<file path="src/rtl/core_pkg.sv">
// core_pkg: shared types and inst bit positions
// for the attention-core sequencer.
package core_pkg;

    typedef enum logic [3:0] {
        IDLE,
        QWR,
        KWR,
        KLD,
        KWAIT,
        EXEC,
        DRAIN,
        NORM,
        DONE
    } state_t;

    typedef enum logic [1:0] {
        N0,
        N1,
        N2,
        N3
    } phase_t;

    localparam int I_FIFO_EXT = 19;
    localparam int I_DIV      = 18;
    localparam int I_ACC      = 17;
    localparam int I_OFIFO_RD = 16;
    localparam int I_QK_LSB   = 12;
    localparam int I_PM_LSB   = 8;
    localparam int I_EXEC     = 7;
    localparam int I_LOAD     = 6;
    localparam int I_QMEM_RD  = 5;
    localparam int I_QMEM_WR  = 4;
    localparam int I_KMEM_RD  = 3;
    localparam int I_KMEM_WR  = 2;
    localparam int I_PMEM_RD  = 1;
    localparam int I_PMEM_WR  = 0;

endpackage

</file>
<file path="src/rtl/core_seq.sv">
// core_seq: drives inst/wr_norm of the attention core through one
// Q.K^T pass; fields appear one cycle after the state selecting them.
module core_seq
    import core_pkg::*;
#(
    parameter int col        = 8,
    parameter int pr         = 16,
    parameter int load_drain = 8
) (
    input  logic        clk,
    input  logic        reset,
    input  logic        start,
    input  logic [4:0]  nq,
    input  logic        in_valid,
    output logic        in_ready,
    input  logic        fifo_valid,
    output logic [19:0] inst,
    output logic        wr_norm,
    output logic        busy,
    output logic        done
);

    localparam logic [4:0] NQ_MAX   = 5'(pr);
    localparam logic [4:0] COL_LAST = 5'(col - 1);
    localparam logic [4:0] LD_LAST  = 5'(load_drain - 1);

    state_t      state_q, state_d;
    phase_t      phase_q, phase_d;
    logic [4:0]  nq_q, nq_d;
    logic [4:0]  i_q, i_d, j_q, j_d, r_q, r_d;
    logic        pend_q, pend_d;
    logic [19:0] inst_d;
    logic        wn_d, done_d;
    logic        accept;
    logic [4:0]  nq_last;

    assign accept  = in_valid & in_ready;
    assign nq_last = nq_q - 5'd1;

    always_comb begin
        state_d = state_q;
        phase_d = phase_q;
        nq_d    = nq_q;
        i_d     = i_q;
        j_d     = j_q;
        r_d     = r_q;
        pend_d  = 1'b0;
        inst_d  = '0;
        wn_d    = 1'b0;
        done_d  = 1'b0;
        inst_d[I_FIFO_EXT] = 1'b0;
        unique case (state_q)
            IDLE: begin
                if (start) begin
                    nq_d = (nq == 5'd0 || nq > NQ_MAX) ? NQ_MAX : nq;
                    i_d     = '0;
                    j_d     = '0;
                    r_d     = '0;
                    phase_d = N0;
                    state_d = QWR;
                end
            end
            QWR: begin
                if (accept) begin
                    inst_d[I_QMEM_WR]       = 1'b1;
                    inst_d[I_QK_LSB +: 4]   = i_q[3:0];
                    if (i_q == nq_last) begin
                        i_d     = '0;
                        state_d = KWR;
                    end else begin
                        i_d = i_q + 5'd1;
                    end
                end
            end
            KWR: begin
                if (accept) begin
                    inst_d[I_KMEM_WR]       = 1'b1;
                    inst_d[I_QK_LSB +: 4]   = i_q[3:0];
                    if (i_q == COL_LAST) begin
                        i_d     = '0;
                        state_d = KLD;
                    end else begin
                        i_d = i_q + 5'd1;
                    end
                end
            end
            KLD: begin
                inst_d[I_KMEM_RD]     = 1'b1;
                inst_d[I_LOAD]        = 1'b1;
                inst_d[I_QK_LSB +: 4] = i_q[3:0];
                if (i_q == COL_LAST) begin
                    i_d     = '0;
                    state_d = KWAIT;
                end else begin
                    i_d = i_q + 5'd1;
                end
            end
            KWAIT: begin
                if (i_q == LD_LAST) begin
                    i_d     = '0;
                    state_d = EXEC;
                end else begin
                    i_d = i_q + 5'd1;
                end
            end
            EXEC: begin
                inst_d[I_QMEM_RD]     = 1'b1;
                inst_d[I_EXEC]        = 1'b1;
                inst_d[I_QK_LSB +: 4] = i_q[3:0];
                if (i_q == nq_last) begin
                    i_d     = '0;
                    state_d = DRAIN;
                end else begin
                    i_d = i_q + 5'd1;
                end
            end
            DRAIN: begin
                // i counts issued fifo reads, j the PSUM writes trailing them
                if (fifo_valid && i_q != nq_q) begin
                    inst_d[I_OFIFO_RD] = 1'b1;
                    i_d    = i_q + 5'd1;
                    pend_d = 1'b1;
                end
                if (pend_q) begin
                    inst_d[I_PMEM_WR]     = 1'b1;
                    inst_d[I_PM_LSB +: 4] = j_q[3:0];
                    j_d = j_q + 5'd1;
                    if (j_q == nq_last) begin
                        state_d = NORM;
                    end
                end
            end
            NORM: begin
                unique case (phase_q)
                    N0: begin
                        inst_d[I_PMEM_RD]     = 1'b1;
                        inst_d[I_PM_LSB +: 4] = r_q[3:0];
                        phase_d = N1;
                    end
                    N1: begin
                        inst_d[I_ACC] = 1'b1;
                        phase_d = N2;
                    end
                    N2: begin
                        inst_d[I_DIV] = 1'b1;
                        phase_d = N3;
                    end
                    N3: begin
                        inst_d[I_PMEM_WR]     = 1'b1;
                        inst_d[I_PM_LSB +: 4] = r_q[3:0];
                        wn_d    = 1'b1;
                        phase_d = N0;
                        if (r_q == nq_last) begin
                            state_d = DONE;
                        end else begin
                            r_d = r_q + 5'd1;
                        end
                    end
                endcase
            end
            DONE: begin
                done_d  = 1'b1;
                state_d = IDLE;
            end
            default: state_d = IDLE;
        endcase
    end

    always_ff @(posedge clk or negedge reset) begin
        if (!reset) begin
            state_q  <= IDLE;
            phase_q  <= N0;
            nq_q     <= '0;
            i_q      <= '0;
            j_q      <= '0;
            r_q      <= '0;
            pend_q   <= 1'b0;
            inst     <= '0;
            wr_norm  <= 1'b0;
            in_ready <= 1'b0;
            busy     <= 1'b0;
            done     <= 1'b0;
        end else begin
            state_q  <= state_d;
            phase_q  <= phase_d;
            nq_q     <= nq_d;
            i_q      <= i_d;
            j_q      <= j_d;
            r_q      <= r_d;
            pend_q   <= pend_d;
            inst     <= inst_d;
            wr_norm  <= wn_d;
            in_ready <= (state_d == QWR) || (state_d == KWR);
            busy     <= (state_d != IDLE);
            done     <= done_d;
        end
    end

endmodule

</file>
<file path="config.mk">
export PLATFORM = sky130hd
export DESIGN_NAME = core_seq
export DESIGN_NICKNAME = d
export VERILOG_FILES = /design/src/rtl/core_pkg.sv /design/src/rtl/core_seq.sv
export SDC_FILE = /design/constraint.sdc
export NUM_CORES = 1
export LEC_CHECK = 0
export BUFFER_PORTS_ARGS = -buffer_cell sky130_fd_sc_hd__buf_2
export CAP_MARGIN = 40
export CORE_MARGIN = 2
export CORE_UTILIZATION = 55
export DETAILED_ROUTE_END_ITERATION = 6
export PLACE_DENSITY_LB_ADDON = 0.1
export RECOVER_POWER = 50
export SYNTH_ARGS = -nofsm -noshare
export SYNTH_HDL_FRONTEND = slang
export SYNTH_SLANG_ARGS = --single-unit
</file>
<file path="constraint.sdc">
create_clock -name clk -period 2.7 [get_ports clk]
set_input_delay 0 -clock clk [delete_from_list [all_inputs] [get_ports clk]]
set_output_delay 0 -clock clk [all_outputs]
set_load 0.1 [all_outputs]
</file>
==> qor.csv, run 1 <==
stage,metric,value,unit
sta,Worst Tran Pin Value,1.485,ns
clock_tree,CTS tree,built,
floorplanning,# IOs,34,
critical_path,crit-path max cell delay,0.59,ns
critical_path,critical path capture point type,flop,
synthesis,commonest cells in the netlist,"47 x dfrtp_1, 17 x nand3_1, 16 x nand2_1, 16 x nor2_1, 13 x o21ai_0",
routing,DR DRC count,0,
clock_tree,"Clk pin slew, worst setup/hold paths",0.09,ns
synthesis,sequential fraction of the synthesis area,0.4246,
place,detailed placement HPWL,4130,um
routing,DR pass1 iterations,4,
clock_tree,Post-CTS Resized,0,
floorplanning,site row count,25,
critical_path,CP startpoint kind,flop,
clock_tree,CTS buffer count,5,
critical_path,worst-path cell chain,buf_4 -> nor2_1 -> and3_1 -> nand3_1 -> dlygate4sd3_1 -> o21ai_0,
finish,Layout Nets,325,
synthesis,cell count after synthesis,274,
sta,Clock Skew,0.006115,ns
finish,Final Util,0.6403,
sta,Max Slew Vio Count,0,
clock_tree,later-pin clock latency in the skew report,0.30,ns
place,Port-buffer cells,32,
clock_tree,Clock Path Buffers,2,
sta,final hold vios,0,
sta,Final Cycle Share,0.8989,
finish,register area,1176,um^2
floorplanning,Die W,74.97,um
grt,vias in the first global route,1893,
routing,Routed Antenna Nets,0,
floorplanning,initial core utilization,0.5788,
finish,area of the multi-input gates,1419,um^2
grt,first-pass GRT wire length,9301,um
grt,initial antenna violation count,0,
routing,DR vias,2094,
synthesis,most frequent cell after synthesis,dfrtp_1,
sta,minimum clock period,2.427,ns
routing,DRT iter0 DRCs,141,
critical_path,Slowest cell on crit path,and3_1,
floorplanning,Die Ht,74.97,um
clock_tree,number of hold buffers added after cts,5,
hold_path,Hold Crit Class,in2reg,
clock_tree,clk sink count,47,
power_and_ir_drop,Power Dens Cells,996.2,nW/um^2
synthesis,async set-reset flop share out of synthesis,1.000,
routing,WL final,5756,um
power_and_ir_drop,Leakage,1.406,nW
floorplanning,core area,4786,um^2
finish,synthesis-to-finish area growth,10.61,%
power_and_ir_drop,P_sw,1.451,mW
sta,Peak Freq,412.0,MHz
synthesis,Syn Area/Cell,10.11,um^2
critical_path,CP Max Fanout,15,
power_and_ir_drop,Seq pwr share,0.376,
synthesis,YS warnings,0,
outcome,outcome,"complete, no violations",
synthesis,synthesized flop and latch total,47,
synthesis,synth unique cells,63,
synthesis,Synthesized Nets,293,
critical_path,Crit path arrival time,2.65,ns
grt,GR Util All Layers,0.2216,
floorplanning,die area,5621,um^2
synthesis,largest cells by area after synthesis,"dfrtp_1 42%, ha_1 4.1%, xor2_1 3.5%",
critical_path,critical path class,reg2reg,
clock_tree,number of H-tree levels,2,
power_and_ir_drop,Peak VDD IR,0.6861,mV
sta,setup_tns,0,ns
finish,Fill cells,418,
flow_run,max-cap violations,0,
critical_path,WP data required,2.92,ns
synthesis,leading area contributor after synthesis,dfrtp_1,
synthesis,synthesized cell area,2770,um^2
finish,share of layout cells above drive strength 1,0.1694,
synthesis,ys flop type,dfrtp_1,
synthesis,Post-synth EDFFs,0,
place,routability cong.,0.8468,
routing,WL/cell,15.39,um
power_and_ir_drop,clock share of power,0.148,
clock_tree,postcts setup bufs,0,
power_and_ir_drop,combinational share of power,0.476,
grt,GR Overflow Total,0,
power_and_ir_drop,internal power,1.602,mW
sta,RSZ-0062 raised after global routing,false,
grt,largest net degree at the start of global routing,35,
finish,n_diodes,0,
sta,Final setup violation count,0,
routing,vias per inst,5.599,
clock_tree,Clk Tree Root Cell,clkbuf_8,
synthesis,Synth top area share,0.4246,
power_and_ir_drop,switch share,0.4752,
sta,Slew headroom,0.008700,
==> stage by stage <==
stage	total power [mW]	hold slack [ns]	setup WS [ns]	area, um^2	cells
floorplan	2.336	-0.2956	0.4304	2770	274
detailed placement	2.609	-0.08189	0.3179	2938	361
CTS	3.076	0.0004712	0.2885	3087	374
global route	3.264	0.001152	0.07581	3064	374
global placement	2.582	0.2307	0.4190	2918	360
finish	3.053	0.003530	0.2730	3064	374
==> power groups by stage <==
stage / registers [mW] / logic, mW / clock network (mW)
after floorplan: 1.37 / 0.966 / 0
after global placement: 1.15 / 1.43 / 0
after detailed placement: 1.15 / 1.46 / 0
after CTS: 1.14 / 1.47 / 0.465
after global routing: 1.18 / 1.60 / 0.488
final: 1.15 / 1.45 / 0.451
==> cells by family (layout without fill, tap and decap cells) <==
logic type / after synthesis / after routing / share of synthesized area
adders and majority gates: 9 / 9 / 0.04065
buffers and inverters: 30 / 63 / 0.06323
other: 1 / 1 / 0.001354
and+or+nand+nor: 111 / 111 / 0.2398
xor gates and xnor gates: 22 / 22 / 0.07949
DFF: 47 / 47 / 0.4246
muxes: 3 / 3 / 0.01310
AOI/OAI and AO/OA: 51 / 51 / 0.1378
==> final timing paths <==
kind | start | depth (start not counted) | slack (ns) | endpoint
worst max-delay path | state_q[3] | 6 | 0.27 | nq_q[3]
worst min-delay path | nq[1] | 3 | 0.004 | nq_q[1]
worst max register to register | state_q[3] | 6 | 0.27 | nq_q[3]
worst min register to register | inst[16] | 2 | 0.55 | inst[0]
max in group asynchronous | reset | 3 | 0.59 | inst[9]
min in group asynchronous | reset | 2 | 0.25 | i_q[2]
==> critical path, delay by kind of cell (launching register included) <==
family                 cells  cell delay, ns
AND/OR/NAND/NOR            3            0.89
buffers and inverters      2            0.84
flip-flops                 1            0.55
AO/OA/AOI/OAI              1            0.07
==> registers in the layout, summed over array words and instances, names as in the netlist <==
signal and flops:
busy 1, done 1, i_q 5, in_ready 1, inst 17, j_q 5, nq_q 5, phase_q 2
r_q 5, state_q 4, wr_norm 1
==> layer usage <==
layer / routed length, um / global-route usage
met1: 2687 / 0.3083
met2: 2790 / 0.3577
met3: 212 / 0.04418
met4: 66 / 0.05556
met5: 0 / 0
==> cell usage in the layout, fill, tap and decap left out, types with 2 or more instances in the layout <==
master / Yosys / final
o31ai_1: 2 / 2
nand3_2: 3 / 3
and3_1: 3 / 3
dfrtp_1: 47 / 47
nand3b_1: 4 / 4
ha_1: 9 / 9
nor2_2: 2 / 2
dlygate4sd3_1: 0 / 5
clkbuf_1: 4 / 12
a221oi_2: 2 / 2
nand3_1: 17 / 17
inv_1: 12 / 12
nor4_1: 5 / 5
nand2_1: 16 / 16
o21ai_0: 13 / 13
or4_1: 2 / 2
nor2b_1: 5 / 5
nor3b_1: 2 / 2
and2_1: 7 / 7
a21oi_1: 3 / 3
o211ai_1: 4 / 4
nor3_1: 5 / 5
nand4_1: 3 / 3
a22o_1: 6 / 6
buf_2: 2 / 20
buf_4: 7 / 4
nand2b_1: 7 / 7
a31oi_1: 4 / 4
o21ai_1: 5 / 5
xnor2_1: 9 / 9
nor2_1: 16 / 16
xnor3_1: 2 / 2
a21boi_1: 2 / 2
xor2_1: 11 / 11
clkbuf_8: 0 / 6
or3_1: 2 / 2
==> area by class of cell <==
class	count	share of cell area
clock inverter	2	0.005308
multi-input combinational	197	0.4630
sequential	47	0.3838
tap	67	0.02736
timing repair buffer	42	0.07758
inverter	13	0.01592
clock buffer	6	0.02695
Note: power is estimated with default switching activity, not from simulation.
==> run 2, diff against run 1 <==
--- a/config.mk
+++ b/config.mk
@@ -7,10 +7,11 @@
 export LEC_CHECK = 0
 export BUFFER_PORTS_ARGS = -buffer_cell sky130_fd_sc_hd__buf_2
 export CAP_MARGIN = 40
+export CORE_ASPECT_RATIO = 1.2
 export CORE_MARGIN = 2
-export CORE_UTILIZATION = 55
+export CORE_UTILIZATION = 58
 export DETAILED_ROUTE_END_ITERATION = 6
-export PLACE_DENSITY_LB_ADDON = 0.1
+export PLACE_DENSITY = 0.8
 export RECOVER_POWER = 50
 export SYNTH_ARGS = -nofsm -noshare
 export SYNTH_HDL_FRONTEND = slang
==> run 2 against run 1 <==
  * Core utilization grew 2.4 points
  * Sequential power is essentially flat
  * Die area shrank 4.9%
  * Hold slack gained 0.0042 ns
  * Final area shrank 0.45%
  * Clock skew shrank 0.00060 ns
  * Non-clock buffer count shrank 1
  * Maximum frequency grew 1.9%
  * Critical endpoint is now in_ready
  * Largest power group unchanged
  * Critical path depth grew 2
  * Routed wire length shrank 3.2%
  * Power shrank 0.44%
==> qor.csv, run 2 (same netlist as run 1, synthesis figures left out) <==
stage,metric,value,unit,change
place,dpl cells,351,,-2.8%
routing,DR pass1 iterations,4,,unchanged
sta,Final Cycle Share,0.8822,,-0.01670
finish,Biggest register,inst,,
outcome,outcome,"complete, no violations",,
flow_run,max-cap violations,0,,unchanged
grt,GR Overflow Total,0,,unchanged
clock_tree,Clock Path Buffers,2,,unchanged
routing,DR DRC count,0,,unchanged
finish,n_diodes,0,,unchanged
finish,"most common cell after layout, fill and taps aside",dfrtp_1,,
place,routability cong.,0.8683,,+2.5%
critical_path,Crit path arrival time,2.58,ns,-0.07 ns
routing,DR top layer,met4,,
routing,WL/cell,15.31,um,-0.52%
floorplanning,Die W,67.09,um,-11%
critical_path,"reg-to-reg slack, setup",0.32,ns,+0.05 ns
place,Port-buffer cells,32,,unchanged
floorplanning,core area,4594,um^2,-4.0%
critical_path,critical path class,reg2reg,,
routing,met3 wire length,250,um,+18%
grt,largest net degree at the start of global routing,31,,-11%
critical_path,Worst Setup EP,in_ready,,
critical_path,reg2reg end,in_ready,,
sta,Final setup violation count,0,,unchanged
critical_path,Worst R2R Start,nq_q[0],,
finish,Layout Cells excl Fill,364,,-2.7%
critical_path,CP Max Fanout,6,,-9
grt,first-pass GRT wire length,9556,um,+2.7%
power_and_ir_drop,Leakage,1.402,nW,-0.28%
critical_path,worst-case reg-to-reg path depth,8,,+2
critical_path,critical path capture point type,flop,,
grt,vias in the first global route,2033,,+7.4%
sta,Max Slew Vio Count,0,,unchanged
clock_tree,"Clk pin slew, worst setup/hold paths",0.08,ns,about the same
sta,Slew headroom,0.1519,,+0.1432
clock_tree,number of H-tree levels,2,,unchanged
sta,setup_tns,0,ns,unchanged
floorplanning,Die Ht,79.71,um,+6.3%
sta,RSZ-0062 raised after global routing,false,,
routing,DRT met1 WL,2373,um,-12%
power_and_ir_drop,Power Dens Cells,996.3,nW/um^2,about the same
critical_path,CP startpoint kind,flop,,
floorplanning,die area,5347,um^2,-4.9%
grt,GR Util All Layers,0.2389,,+0.01731
sta,final hold vios,0,,unchanged
power_and_ir_drop,Peak VDD IR,0.7580,mV,+10%
finish,share of layout cells above drive strength 1,0.1667,,-0.002714
routing,DRT iter0 DRCs,134,,-5.0%
sta,Clock Skew,0.005517,ns,-0.0005977 ns
routing,DR vias,2105,,+0.53%
place,detailed placement HPWL,4111,um,-0.45%
finish,most frequent cells in the layout,"47 x dfrtp_1, 20 x buf_2, 17 x nand3_1",,
floorplanning,# IOs,34,,unchanged
routing,WL met2,2811,um,+0.75%
clock_tree,CTS buffer count,5,,unchanged
sta,Peak Freq,419.8,MHz,+1.9%
clock_tree,later-pin clock latency in the skew report,0.30,ns,about the same
routing,WL final,5573,um,-3.2%
clock_tree,Clk Tree Root Cell,clkbuf_8,,
clock_tree,clk sink count,47,,unchanged
floorplanning,site row count,27,,+8.0%
clock_tree,Post-CTS Resized,0,,unchanged
routing,vias per inst,5.783,,+3.3%
finish,max reg flops,17,,unchanged
grt,initial antenna violation count,0,,unchanged
hold_path,Hold Crit Class,in2reg,,
critical_path,WP data required,2.89,ns,-0.03 ns
routing,Routed Antenna Nets,0,,unchanged
finish,Layout Nets,324,,-0.31%
critical_path,CP Launch Point,nq_q[0],,
sta,Worst Tran Pin Value,1.270,ns,-0.2144 ns
clock_tree,CTS tree,built,,
floorplanning,initial core utilization,0.6029,,+0.02412
sta,minimum clock period,2.382,ns,-0.04510 ns
finish,synthesis-to-finish area growth,10.12,%,
## run 2: changes by cell type in the layout (fill, tap and decap cells not counted)
cell / delta
clkinv_4: -1
buf_4: -1
clkbuf_8: +1
## run 2: worst min path at each step
stage	start	to	slack, ns	cells past startpoint
detailed placement	reset	inst[4]	-0.03	1
global placement	reset	done	0.22	1
floorplan	reset	busy	-0.30	0
CTS	nq[1]	nq_q[1]	0.0006	3
global route	nq[0]	nq_q[0]	0.01	3
finish	nq[1]	nq_q[1]	0.008	3
## run 2: power by group
part           switching (mW)  internal, mW
clock                   0.230         0.233
combinational           0.934         0.490
sequential              0.266         0.886
total                    1.43          1.61
## run 2: area by class of cell
type	count	area [um^2]
clock buffers	7	96.34
clock inverters	1	7.507
fillers	374	1544
inverters	13	48.80
multi-input cells	197	1419
flip-flops and latches	47	1176
well taps	58	72.57
repair buffers	41	230.2
## run 2: what timing repair did
| item | in CTS | in global routing |
|---|---|---|
| hold buffers | 5 | 0 |
| hold endpoints to repair | 31 | 0 |
| setup buffers | 0 | 0 |
## run 2: critical path, stage by stage, from the launching register on
cell and delay [ns]:
dfrtp_1 0.48, inv_1 0.11, ha_1 0.27, nor3b_2 0.28, and2b_1 0.16, a32o_2 0.20
nand3_2 0.10, a221oi_2 0.35, mux2_4 0.33
## run 2: stage by stage
stage | utilization | cell area (um^2) | hold slack, ns | total power [mW] | setup WS (ns)
detailed placement | 0.6353 | 2919 | -0.02970 | 2.586 | 0.3656
floorplan | - | 2770 | -0.2956 | 2.336 | 0.4304
finish | 0.6639 | 3050 | 0.007735 | 3.039 | 0.3181
global placement | 0.6310 | 2899 | 0.2217 | 2.545 | 0.4262
global route | 0.6639 | 3050 | 0.01188 | 3.262 | 0.1278
CTS | 0.6688 | 3073 | 0.0006301 | 3.061 | 0.3200
## run 2: routing by layer
layer	GRT usage	up-vias
met4	0.1020	0
met5	0	-
li1	-	1035
met2	0.3792	46
met3	0.04231	12
met1	0.3187	1012
==> run 3, diff against run 2 <==
--- a/config.mk
+++ b/config.mk
@@ -9,9 +9,8 @@
 export CAP_MARGIN = 40
 export CORE_ASPECT_RATIO = 1.2
 export CORE_MARGIN = 2
-export CORE_UTILIZATION = 58
+export CORE_UTILIZATION = 35
 export DETAILED_ROUTE_END_ITERATION = 6
-export PLACE_DENSITY = 0.8
 export RECOVER_POWER = 50
 export SYNTH_ARGS = -nofsm -noshare
 export SYNTH_HDL_FRONTEND = slang
==> run 3 against run 2 <==
  * First-iteration DRC count down 54%
  * Register-to-register slack got worse by 0.02 ns
  * Die area rose by 62%
  * Non-clock buffer count increased by 1
  * Clock-buffer cell count fell by 1
  * Flip-flop and latch count did not move
  * Largest power group unchanged
  * Highest routed layer unchanged
==> qor.csv, run 3 (same netlist as run 1, synthesis figures left out) <==
stage,metric,value,unit,change
outcome,outcome,"complete, no violations",,
clock_tree,number of H-tree levels,2,,unchanged
routing,Routed Antenna Nets,0,,unchanged
clock_tree,Clock Path Buffers,2,,unchanged
finish,n_diodes,0,,unchanged
clock_tree,Clk Tree Root Cell,clkbuf_8,,
finish,final instance area,3098,um^2,+1.6%
place,placed inst area,2962,um^2,+1.5%
sta,setup_tns,0,ns,unchanged
grt,initial antenna violation count,0,,unchanged
place,Setup WS pre-CTS,0.3157,ns,-0.04987 ns
clock_tree,Post-CTS Resized,0,,unchanged
grt,GR Overflow Total,0,,unchanged
critical_path,critical path class,reg2reg,,
floorplanning,Die W,85.22,um,+27%
routing,DR DRC count,0,,unchanged
finish,synthesis-to-finish area growth,11.83,%,
grt,M3 GR Usage,0.02771,,-0.01460
power_and_ir_drop,Power Dens Cells,986.0,nW/um^2,-1.0%
clock_tree,clk sink count,47,,unchanged
routing,DRT iter0 DRCs,61,,-54%
critical_path,worst-path cell chain,inv_1 -> ha_1 -> nor3b_2 -> and2b_1 -> a32o_2 -> nand3_2 -> a221oi_2 -> mux2_4,,
sta,minimum clock period,2.403,ns,+0.02077 ns
floorplanning,core area,7664,um^2,+67%
finish,"most common cell after layout, fill and taps aside",dfrtp_1,,
sta,Fin Hold WS,0.0004570,ns,-0.007278 ns
grt,met2 Use GR,0.2416,,-0.1376
hold_path,Hold Crit Class,in2reg,,
critical_path,CP Max Fanout,6,,unchanged
clock_tree,CTS tree,built,,
clock_tree,CTS buffer count,5,,unchanged
flow_run,max-cap violations,0,,unchanged
clock_tree,later-pin clock latency in the skew report,0.31,ns,about the same
sta,Peak Freq,416.2,MHz,-0.86%
sta,Clock Skew,0.008696,ns,+0.003179 ns
sta,Final Cycle Share,0.8899,,+0.007693
critical_path,"CP delay by family, top",compound AO/OA/AOI/OAI gates,,
sta,Final setup violation count,0,,unchanged
floorplanning,initial core utilization,0.3615,,-0.2415
finish,most frequent cells in the layout,"47 x dfrtp_1, 20 x buf_2, 17 x nand3_1",,
critical_path,Slowest cell on crit path,dfrtp_1,,
routing,WL/cell,15.07,um,-1.6%
grt,GR peak layer,met2,,
grt,GR Util All Layers,0.1435,,-0.09533
routing,DR pass1 iterations,4,,unchanged
floorplanning,# IOs,34,,unchanged
routing,vias per inst,5.243,,-9.3%
critical_path,CP startpoint kind,flop,,
place,routability cong.,0.8071,,-7.0%
critical_path,CP Buf/Inv Count,1,,unchanged
critical_path,critical path capture point type,flop,,
floorplanning,site row count,35,,+30%
critical_path,crit-path max cell delay,0.48,ns,about the same
routing,WL final,6013,um,+7.9%
critical_path,WP data required,2.90,ns,about the same
finish,max reg flops,17,,unchanged
grt,largest net degree at the start of global routing,27,,-13%
sta,RSZ-0062 raised after global routing,false,,
sta,Final WS setup,0.2973,ns,-0.02077 ns
place,Port-buffer cells,32,,unchanged
finish,share of layout cells above drive strength 1,0.1661,,-0.0005429
grt,first-pass GRT wire length,9832,um,+2.9%
clock_tree,number of hold buffers added after cts,6,,+1
place,detailed placement HPWL,4544,um,+11%
critical_path,Crit path arrival time,2.60,ns,+0.02 ns
floorplanning,die area,8645,um^2,+62%
finish,Layout Cells excl Fill,399,,+9.6%
power_and_ir_drop,Leakage,1.405,nW,+0.25%
clock_tree,"Clk pin slew, worst setup/hold paths",0.09,ns,about the same
place,dpl cells,385,,+9.7%
finish,Biggest register,inst,,
sta,Slew headroom,0.2069,,+0.05502
grt,M1 GR Usage,0.1814,,-0.1374
finish,Layout Nets,325,,+0.31%
grt,vias in the first global route,2029,,-0.20%
sta,final hold vios,0,,unchanged
floorplanning,Die Ht,101.5,um,+27%
sta,Worst Tran Pin Value,1.190,ns,-0.08045 ns
routing,DR vias,2092,,-0.62%
power_and_ir_drop,Peak VDD IR,0.4423,mV,-42%
clock_tree,postcts setup bufs,0,,unchanged
finish,Fill cells,748,,+100%
sta,Max Slew Vio Count,0,,unchanged
[run 3: final cells by class]
| type | instances | area [um^2] | share of cell area |
|---|---|---|---|
| Sequential cell | 47 | 1176 | 0.3796 |
| Clock inverter | 2 | 16.27 | 0.005250 |
| Clock buffer | 6 | 82.58 | 0.02666 |
| Timing Repair Buffer | 42 | 240.2 | 0.07754 |
| Tap cell | 92 | 115.1 | 0.03716 |
| Multi-Input combinational cell | 197 | 1419 | 0.4580 |
| Inverter | 13 | 48.80 | 0.01575 |
[run 3: final timing paths]
check / from / slack [ns] / to / cells past startpoint
setup reg to reg: nq_q[0] / 0.30 / in_ready / 8
setup / recovery: nq_q[0] / 0.30 / in_ready / 8
hold / removal: nq[0] / 0.0005 / nq_q[0] / 3
hold reg to reg: j_q[4] / 0.58 / j_q[4] / 2
min in group asynchronous: reset / 0.45 / inst[10] / 2
max in group asynchronous: reset / 0.58 / i_q[1] / 3
[run 3: tightest hold or removal path: cells and delay by family]
| kind | cells | cell delay, ns |
|---|---|---|
| AOI/OAI and AO/OA | 1 | 0.08 |
| buffers and inverters | 1 | 0.09 |
| and+or+nand+nor | 1 | 0.09 |
[run 3: through the flow]
step	util	power [mW]
after CTS	0.4072	3.081
after detailed placement	0.3864	2.610
after global routing	0.4042	3.263
after global placement	0.3838	2.578
after floorplan	-	2.336
final	0.4042	3.055
[run 3: routing by layer]
layer  share of wire  vias up
li1                -     1028
met1            0.45     1021
met2            0.50       33
met3           0.030       10
met4           0.022        0
met5               0        -
[run 3: where the power goes]
part | total (mW) | internal, mW | switching (mW)
Clock | 0.461 | 0.209 | 0.252
Combinational | 1.43 | 0.495 | 0.940
Sequential | 1.16 | 0.885 | 0.273
